[src/rtl/serial_frame_rx_pkg.sv]
// Shared definitions for the serial frame receiver: FSM encoding, line levels
// and a helper for sizing the bit counter.
package serial_frame_rx_pkg;

  typedef enum logic [1:0] {
    ST_IDLE   = 2'd0,
    ST_DATA   = 2'd1,
    ST_PARITY = 2'd2,
    ST_STOP   = 2'd3
  } rx_state_e;

  localparam logic START_BIT  = 1'b1;
  localparam logic STOP_BIT   = 1'b0;
  localparam logic IDLE_LEVEL = 1'b0;

  // Width of an index able to address WIDTH bits (at least one bit).
  function automatic int unsigned cnt_width(input int unsigned width);
    return (width > 1) ? $clog2(width) : 1;
  endfunction

endpackage

[src/rtl/serial_shift_in.sv]
// Indexed shift-in register: writes one serial bit at a chosen position,
// clears on request, and exposes the running XOR of its contents.
module serial_shift_in #(
  parameter int WIDTH = 4,
  parameter int IDX_W = 2
) (
  input  logic             clk,
  input  logic             rst,
  input  logic             clr,
  input  logic             wr_en,
  input  logic [IDX_W-1:0] idx,
  input  logic             din,
  output logic [WIDTH-1:0] q,
  output logic             par
);

  // Bit-addressed capture; clear has priority over a write.
  // NOTE: this register is cleared by reset because its value is visible
  // through the parity output and reset must leave a known word.
  always_ff @(posedge clk or negedge rst) begin
    if (!rst) begin
      q <= '0;
    end else if (clr) begin
      q <= '0;
    end else if (wr_en) begin
      q[idx] <= din;
    end
  end

  assign par = ^q;

endmodule

[src/rtl/serial_frame_rx.sv]
// Framed serial receiver: start bit, LSB-first data, optional parity, stop
// bit. Delivers words over a valid/ack handshake and pulses error flags.
module serial_frame_rx
  import serial_frame_rx_pkg::*;
#(
  parameter int WIDTH      = 4,
  parameter int PARITY_EN  = 1,
  parameter int PARITY_ODD = 0
) (
  input  logic             clk,
  input  logic             rst,
  input  logic             sin,
  input  logic             rd_ack,
  output logic [WIDTH-1:0] data_out,
  output logic             data_valid,
  output logic             parity_err,
  output logic             framing_err,
  output logic             overrun,
  output logic             busy
);

  localparam int unsigned      CNT_W    = cnt_width(WIDTH);
  localparam logic [CNT_W-1:0] LAST_IDX = CNT_W'(WIDTH - 1);
  localparam logic             ODD      = 1'(PARITY_ODD);

  rx_state_e        state, state_nxt;
  logic [CNT_W-1:0] bit_cnt;
  logic             par_bad;
  logic [WIDTH-1:0] shreg;
  logic             shreg_par;
  logic             start_det;
  logic             good_frame;

  assign start_det  = (state == ST_IDLE) && (sin == START_BIT);
  assign good_frame = (state == ST_STOP) && (sin == STOP_BIT) && !par_bad;

  serial_shift_in #(
    .WIDTH (WIDTH),
    .IDX_W (CNT_W)
  ) u_shift (
    .clk   (clk),
    .rst   (rst),
    .clr   (start_det),
    .wr_en (state == ST_DATA),
    .idx   (bit_cnt),
    .din   (sin),
    .q     (shreg),
    .par   (shreg_par)
  );

  // State register.
  // NOTE: sequential blocks use non-blocking assignments so every register
  // samples the pre-edge values of its sources.
  always_ff @(posedge clk or negedge rst) begin
    if (!rst) state <= ST_IDLE;
    else      state <= state_nxt;
  end

  // Next-state decode; one line sample per cycle.
  // NOTE: the default assignment first keeps this block free of latches.
  always_comb begin
    state_nxt = state;
    unique case (state)
      ST_IDLE:   if (sin != IDLE_LEVEL) state_nxt = ST_DATA;
      ST_DATA:   if (bit_cnt == LAST_IDX)
                   state_nxt = (PARITY_EN != 0) ? ST_PARITY : ST_STOP;
      ST_PARITY: state_nxt = ST_STOP;
      ST_STOP:   state_nxt = ST_IDLE;
      default:   state_nxt = ST_IDLE;
    endcase
  end

  // Bit counter and latched parity verdict for the frame in flight.
  always_ff @(posedge clk or negedge rst) begin
    if (!rst) begin
      bit_cnt <= '0;
      par_bad <= 1'b0;
    end else begin
      if (start_det) begin
        bit_cnt <= '0;
        par_bad <= 1'b0;
      end else if (state == ST_DATA && bit_cnt != LAST_IDX) begin
        bit_cnt <= bit_cnt + 1'b1;
      end
      if (state == ST_PARITY) par_bad <= ((shreg_par ^ sin) != ODD);
    end
  end

  // Delivered word, handshake and one-cycle error pulses.
  always_ff @(posedge clk or negedge rst) begin
    if (!rst) begin
      data_out    <= '0;
      data_valid  <= 1'b0;
      parity_err  <= 1'b0;
      framing_err <= 1'b0;
      overrun     <= 1'b0;
    end else begin
      parity_err  <= 1'b0;
      framing_err <= 1'b0;
      overrun     <= 1'b0;
      if (good_frame) begin
        data_out   <= shreg;
        data_valid <= 1'b1;
        overrun    <= data_valid && !rd_ack;
      end else if (data_valid && rd_ack) begin
        data_valid <= 1'b0;
      end
      if (state == ST_STOP) begin
        framing_err <= (sin != STOP_BIT);
        parity_err  <= (sin == STOP_BIT) && par_bad;
      end
    end
  end

  assign busy = (state != ST_IDLE);

endmodule

[config.mk]
export PLATFORM = sky130hd
export DESIGN_NAME = serial_frame_rx
export DESIGN_NICKNAME = d
export VERILOG_FILES = /design/src/rtl/serial_frame_rx_pkg.sv /design/src/rtl/serial_shift_in.sv /design/src/rtl/serial_frame_rx.sv
export SDC_FILE = /design/constraint.sdc
export NUM_CORES = 1
export LEC_CHECK = 0
export ABC_AREA = 1
export CORE_UTILIZATION = 54
export CTS_BUF_LIST = sky130_fd_sc_hd__clkbuf_4
export DETAILED_ROUTE_END_ITERATION = 10
export PLACE_DENSITY_LB_ADDON = 0.15
export SLEW_MARGIN = 20
export SYNTH_ARGS = -nofsm -noshare
export SYNTH_HDL_FRONTEND = slang
export SYNTH_SLANG_ARGS = --single-unit
export TNS_END_PERCENT = 10
[constraint.sdc]
create_clock -name clk -period 1.6 [get_ports clk]
set_input_delay 0.32 -clock clk [delete_from_list [all_inputs] [get_ports clk]]
set_output_delay 0.32 -clock clk [all_outputs]
set_load 0.1 [all_outputs]
==> summary.txt, run 1 <==
Outcome
  • Status: complete, no violations

Drt
  • Initial DRC count: 17
  • Drt pass-1 iters: 4
  • WL/cell: between 10 and 15 µm
  • DR vias: 668
  • WL final: 1.62 mm
  • DRC Markers: 0
  • Vias per cell: 5.26
  • Post-route ant nets: 0

Setup path
  • WP data required: about 1.3 ns
  • Setup CP Type: flop to primary output
  • FF-to-FF Start: state[1]
  • Worst setup SP type: flop
  • CP arrival: 1.25 ns
  • Worst r2r path cells: 8
  • Reg2Reg Capture Point: state[1]
  • Worst Path Max Fanout: 4
  • R2r setup slk: 0.19 ns
  • Crit end category: primary output

STA
  • Final hold vios: 0
  • Clock skew: 0.00319 ns
  • F_max: 0.638 GHz
  • Setup TNS Final: 0 ns
  • Setup violations, final: 0
  • Final Max Slew Viols: 0
  • Worst-margin pin slew: a little over 0.3 ns
  • Crit path time final: 1.57 ns
  • Max_slew headroom: 79.3%
  • Final period util: a little over nine tenths

Global route
  • Vias in the first global route: 607
  • Largest net degree at the start of global routing: 18
  • Initial antenna violation count: 0
  • GRT Total Usage: 21.0%
  • Grt ovf: 0
  • First-pass GRT wire length: 2.82 mm

Synthesis
  • Yosys warnings: 0
  • Top cells by area, synth: dfrtp_1 (49%), ha_1 (13%), nand2_1 (6.4%)
  • Syn nets: 102
  • Syn Inst Count: 89
  • Share of the synthesized area in the top cell type: 48.5%
  • Distinct cells, synth: 18
  • Biggest area consumer among synthesized cells: dfrtp_1
  • Synthesized area per cell: about 10 µm²
  • Synthesized area: 877 µm²
  • Synth Register Bits: 17
  • Sequential area share after synthesis: ~49%

Clocking
  • Clk sink count: 17
  • CTS max path bufs: 2
  • Resized Gates After CTS: 0
  • CTS tree: yes
  • Hold Buf Count CTS: 0
  • Clk_lat worst skew: 0.29 ns
  • H-tree depth: 1
  • Clock buffer count from CTS: 3
  • Setup bufs post-CTS: 0
  • Clk root buf: clkbuf_4
  • CTS clk-pin slew, worst paths: 0.10 ns

Floorplan
  • Starting density of the core: 58.2%
  • Core Area: ~1500 µm²
  • Die footprint: 1790 µm²
  • Num ports: 13
  • DIE HEIGHT: 42.3 µm
  • Cell row count: 14
  • Die X: 42.3 µm

Finish
  • Fillcell total: 98
  • Non-filler cells, final: 127
  • Share of cells above drive strength 1: 29.7%
  • Final core utilization: 79.6%
  • Area growth syn-to-layout: 36.7%
  • Final net count: approximately 130
  • Ant. Diodes: 0
  • Commonest non-fill, non-tap cell in the layout: dfrtp_1
  • Most frequent cells in the layout: dfrtp_1 (17), nand2_1 (15), buf_12 (9), inv_1 (8), ha_1 (8)
  • Final instance area: roughly 1200 µm²

Flow run
  • Max-cap check violation count: 0

Place
  • Placed cell area: 1140 µm²
  • Placed instance count: 119
  • Port bufs: 12
  • Post-DP HPWL: 1.23 mm
  • Placer Congestion: 0.775

Worst hold path
  • Worst hold-check path type: input port to asynchronous set/reset pin
critical path: stages, from the launching register on:
cell	delay, ns
dfrtp_1	0.41
inv_2	0.11
ha_4	0.16
clkinvlp_4	0.10
buf_12	0.17
Yosys cell counts (all sizes together):
cell     n
dfrtp   17
inv     15
nand2   15
ha       9
nand3    7
o21ai    7
a21oi    5
nor2     5
a311oi   4
mux2     2
buf      1
nor3     1
xnor2    1
worst max path at each step:
stage / startpoint / endpoint / slack [ns] / cells after the start
3_3_place_gp: sin / data_out[2] / 0.16 / 4
2_1_floorplan: state[1] / state[1] / 0.004 / 6
3_5_place_dp: sin / par_bad / 0.11 / 7
4_1_cts: state[0] / busy / 0.005 / 4
6_report: state[1] / busy / 0.03 / 4
5_1_grt: state[1] / busy / -0.01 / 4
cells by family (layout without fill, tap and decap cells):
family,Yosys count,in the layout,share of synthesized area [%]
AO/OA/AOI/OAI,16,16,11.3
buffers and inverters,16,38,7.56
adder cells (fa/ha/maj),9,9,12.8
multiplexers,2,2,3.42
AND/OR/NAND/NOR,28,28,15.4
XOR/XNOR,1,1,0.999
flip-flops,17,17,48.5
per-stage QoR:
stage / setup WS [ns] / hold WS, ns
detailed placement: 0.107 / 0.487
floorplan: 0.00449 / 0.0244
CTS: 0.00519 / 0.354
global route: -0.0132 / 0.358
global placement: 0.163 / 0.469
finish: 0.0331 / 0.339
state kept, by name (all words and copies together), names as in the netlist:
signal,count
data_out,4
u_shift.q,4
bit_cnt,2
state,2
data_valid,1
framing_err,1
overrun,1
par_bad,1
parity_err,1
area by class of cell:
type,count,area [µm²],share of cell area (%)
Sequential cell,17,425,35.5
Timing Repair Buffer,19,263,21.9
Clock buffer,4,30.0,2.51
Multi-Input combinational cell,56,398,33.2
Tap cell,16,20.0,1.67
Inverter,15,62.6,5.22
metal layers:
metal | track usage, % | part of all wire, % | up-vias
li1 | - | - | 333
met1 | 26.2 | 43 | 314
met2 | 37.2 | 52 | 17
met3 | 3.88 | 3.1 | 4
met4 | 5.63 | 1.4 | 0
met5 | 0 | 0 | -
Power of run 1 is not shown: default switching activity piles up to over one toggle a cycle in this logic, so the estimate is an artifact.
==> run 2, diff against run 1 <==
--- a/config.mk
+++ b/config.mk
@@ -6,9 +6,10 @@
 export NUM_CORES = 1
 export LEC_CHECK = 0
 export ABC_AREA = 1
-export CORE_UTILIZATION = 54
+export CORE_UTILIZATION = 63
 export CTS_BUF_LIST = sky130_fd_sc_hd__clkbuf_4
 export DETAILED_ROUTE_END_ITERATION = 10
+export DONT_BUFFER_PORTS = 1
 export PLACE_DENSITY_LB_ADDON = 0.15
 export SLEW_MARGIN = 20
 export SYNTH_ARGS = -nofsm -noshare
==> run 2 against run 1 <==
Via count decreased by 0.90%. First-iteration DRC count decreased by 41%. Hold slack got worse by 0.25 ns. Critical path depth unchanged. Die area decreased by 14%. Sequential share of layout area increased by 5.4 points. Wire length increased by 2.2%. Core utilization increased by 0.43 points. Count of clock-buffer cells in the layout unchanged. Global-route usage increased by 6.1 points. Largest cell class unchanged. Highest routed layer unchanged.
==> summary.txt, run 2 (synthesis results as in run 1) <==
Outcome
  • Status: complete, no violations (unchanged)

STA
  • Final period util: 97.2% (was 97.9%)
  • Max_slew headroom: 50.3% (was 79.3%)
  • Clock skew: 0.00103 ns (was 0.00319 ns)
  • Final Max Slew Viols: 0 (unchanged)
  • RSZ-0062 raised after global routing: true
  • Worst-margin pin slew: 0.743 ns (was 0.311 ns)
  • Setup violations, final: 0 (unchanged)
  • Setup TNS Final: 0 ns (unchanged)
  • Crit path time final: 1.56 ns (was 1.57 ns)
  • F_max: 0.643 GHz (was 0.638 GHz)
  • Final hold vios: 0 (unchanged)

Worst hold path
  • Hold Path Origin: rd_ack
  • Worst Hold Path EP: overrun
  • Worst hold-check path type: input port to flop (was input port to asynchronous set/reset pin)
  • Hold Path Depth: 1

Drt
  • Vias per cell: 5.52 (was 5.26)
  • WL/cell: 13.8 µm (was 12.8 µm)
  • Initial DRC count: 10 (was 17)
  • Drt pass-1 iters: 4 (unchanged)
  • DR vias: 662 (was 668)
  • DRC Markers: 0 (unchanged)
  • WL final: 1.66 mm (was 1.62 mm)
  • Post-route ant nets: 0 (unchanged)

Global route
  • Largest net degree at the start of global routing: 18 (unchanged)
  • GRT Total Usage: 27.1% (was 21.0%)
  • Vias in the first global route: 638 (was 607)
  • Initial antenna violation count: 0 (unchanged)
  • First-pass GRT wire length: 2.68 mm (was 2.82 mm)
  • Grt ovf: 0 (unchanged)

Setup path
  • Worst Path Max Fanout: 3 (was 4)
  • Crit end category: primary output (unchanged)
  • WP data required: 1.28 ns (about the same)
  • Worst setup SP type: flop (unchanged)
  • FF-to-FF Start: state[1] (unchanged)
  • R2r setup slk: 0.15 ns (was 0.19 ns)
  • Worst path slowest cell: dfrtp_1 (unchanged)
  • Crit path cell chain: inv_2 > ha_4 > clkinvlp_4 > buf_6 (was inv_2 > ha_4 > clkinvlp_4 > buf_12)
  • Setup CP Type: flop to primary output (unchanged)
  • CP max stage delay: 0.42 ns (was 0.41 ns)
  • Worst r2r path cells: 9 (was 8)
  • CP arrival: 1.24 ns (was 1.25 ns)
  • Reg2Reg Capture Point: state[1] (unchanged)

Clocking
  • Clk sink count: 17 (unchanged)
  • H-tree depth: 1 (unchanged)
  • Clock buffer count from CTS: 3 (unchanged)
  • CTS clk-pin slew, worst paths: 0.09 ns (was 0.10 ns)
  • Clk root buf: clkbuf_4 (unchanged)
  • Clk_lat worst skew: 0.29 ns (about the same)
  • CTS max path bufs: 2 (unchanged)
  • CTS tree: yes (unchanged)

Place
  • Placed cell area: 972 µm² (was 1140 µm²)
  • Post-DP HPWL: 1.18 mm (was 1.23 mm)
  • Port bufs: 0 (was 12)
  • Placer Congestion: 0.720 (was 0.775)

Floorplan
  • Core Area: 1300 µm² (was 1510 µm²)
  • DIE HEIGHT: 39.3 µm (was 42.3 µm)
  • Die footprint: 1550 µm² (was 1790 µm²)
  • Num ports: 13 (unchanged)
  • Cell row count: 13 (was 14)
  • Starting density of the core: 67.4% (was 58.2%)
  • Die X: 39.3 µm (was 42.3 µm)

Flow run
  • Max-cap check violation count: 0 (unchanged)

Finish
  • Commonest non-fill, non-tap cell in the layout: dfrtp_1 (unchanged)
  • Area growth syn-to-layout: 18.7% (was 36.7%)
  • Largest registers: data_out (4), u_shift.q (4) (unchanged)
  • Most frequent cells in the layout: dfrtp_1 (17), nand2_1 (15), buf_4 (11), inv_1 (8), ha_1 (7) (was dfrtp_1 (17), nand2_1 (15), buf_12 (9), inv_1 (8), ha_1 (8))
  • Final instance area: 1040 µm² (was 1200 µm²)
  • Final net count: 119 (was 125)
  • Ant. Diodes: 0 (unchanged)
  • Share of cells above drive strength 1: 28.6% (was 29.7%)
run 2: cell types whose count changed in the layout (fill, tap and decap cells not counted), sizes merged:
cell	delta
dlygate4sd3	+1
buf	-4
clkdlybuf4s50	-3
run 2: worst max-delay path: cells and delay by family (launching register included):
family,cells,cell delay [ns]
adders and majority gates,1,0.15
DFF,1,0.42
buffers and inverters,3,0.37
run 2: worst max-delay path by stage:
stage / endpoint / startpoint / slack, ns
finish: busy / state[1] / 0.04
global route: busy / state[1] / -0.01
CTS: busy / state[1] / 0.04
detailed placement: state[1] / state[1] / 0.18
global placement: state[1] / state[1] / 0.26
floorplan: state[1] / state[1] / 0.004
run 2: layout make-up:
cell class | count | area (µm²)
multi-input combinational | 56 | 400
timing repair buffer | 13 | 104
tap | 15 | 18.8
sequential | 17 | 425
clock buffer | 4 | 30.0
inverter | 15 | 62.6
fill | 81 | 260
run 2: routing by layer:
metal	share of wire (%)	GRT usage, %
met1	40	30.0
met2	50	46.7
met3	5.0	4.55
met4	4.3	19.0
met5	0	0
run 2: repair_timing:
action / 4_1_cts / 5_1_grt
endpoints found under the hold margin: 17 / 0
endpoints found under the setup margin: 1 / 3
hold buffers: 1 / 0
setup buffers: 3 / 0
cloned: 0 / 0
gates resized for setup: 1 / 1
pin swaps: 0 / 0
run 2: per-stage QoR:
step | utilization [%] | std cells | worst slack [ns] | hold WS, ns
after floorplan | - | 89 | 0.00449 | 0.0244
after global placement | 74.7 | 112 | 0.265 | 0.0247
after detailed placement | 74.7 | 112 | 0.182 | 0.0247
after CTS | 79.8 | 120 | 0.0374 | 0.0832
after global routing | 80.0 | 120 | -0.0104 | 0.0768
final | 80.0 | 120 | 0.0447 | 0.0860
Power of run 2 is left out for the same reason.
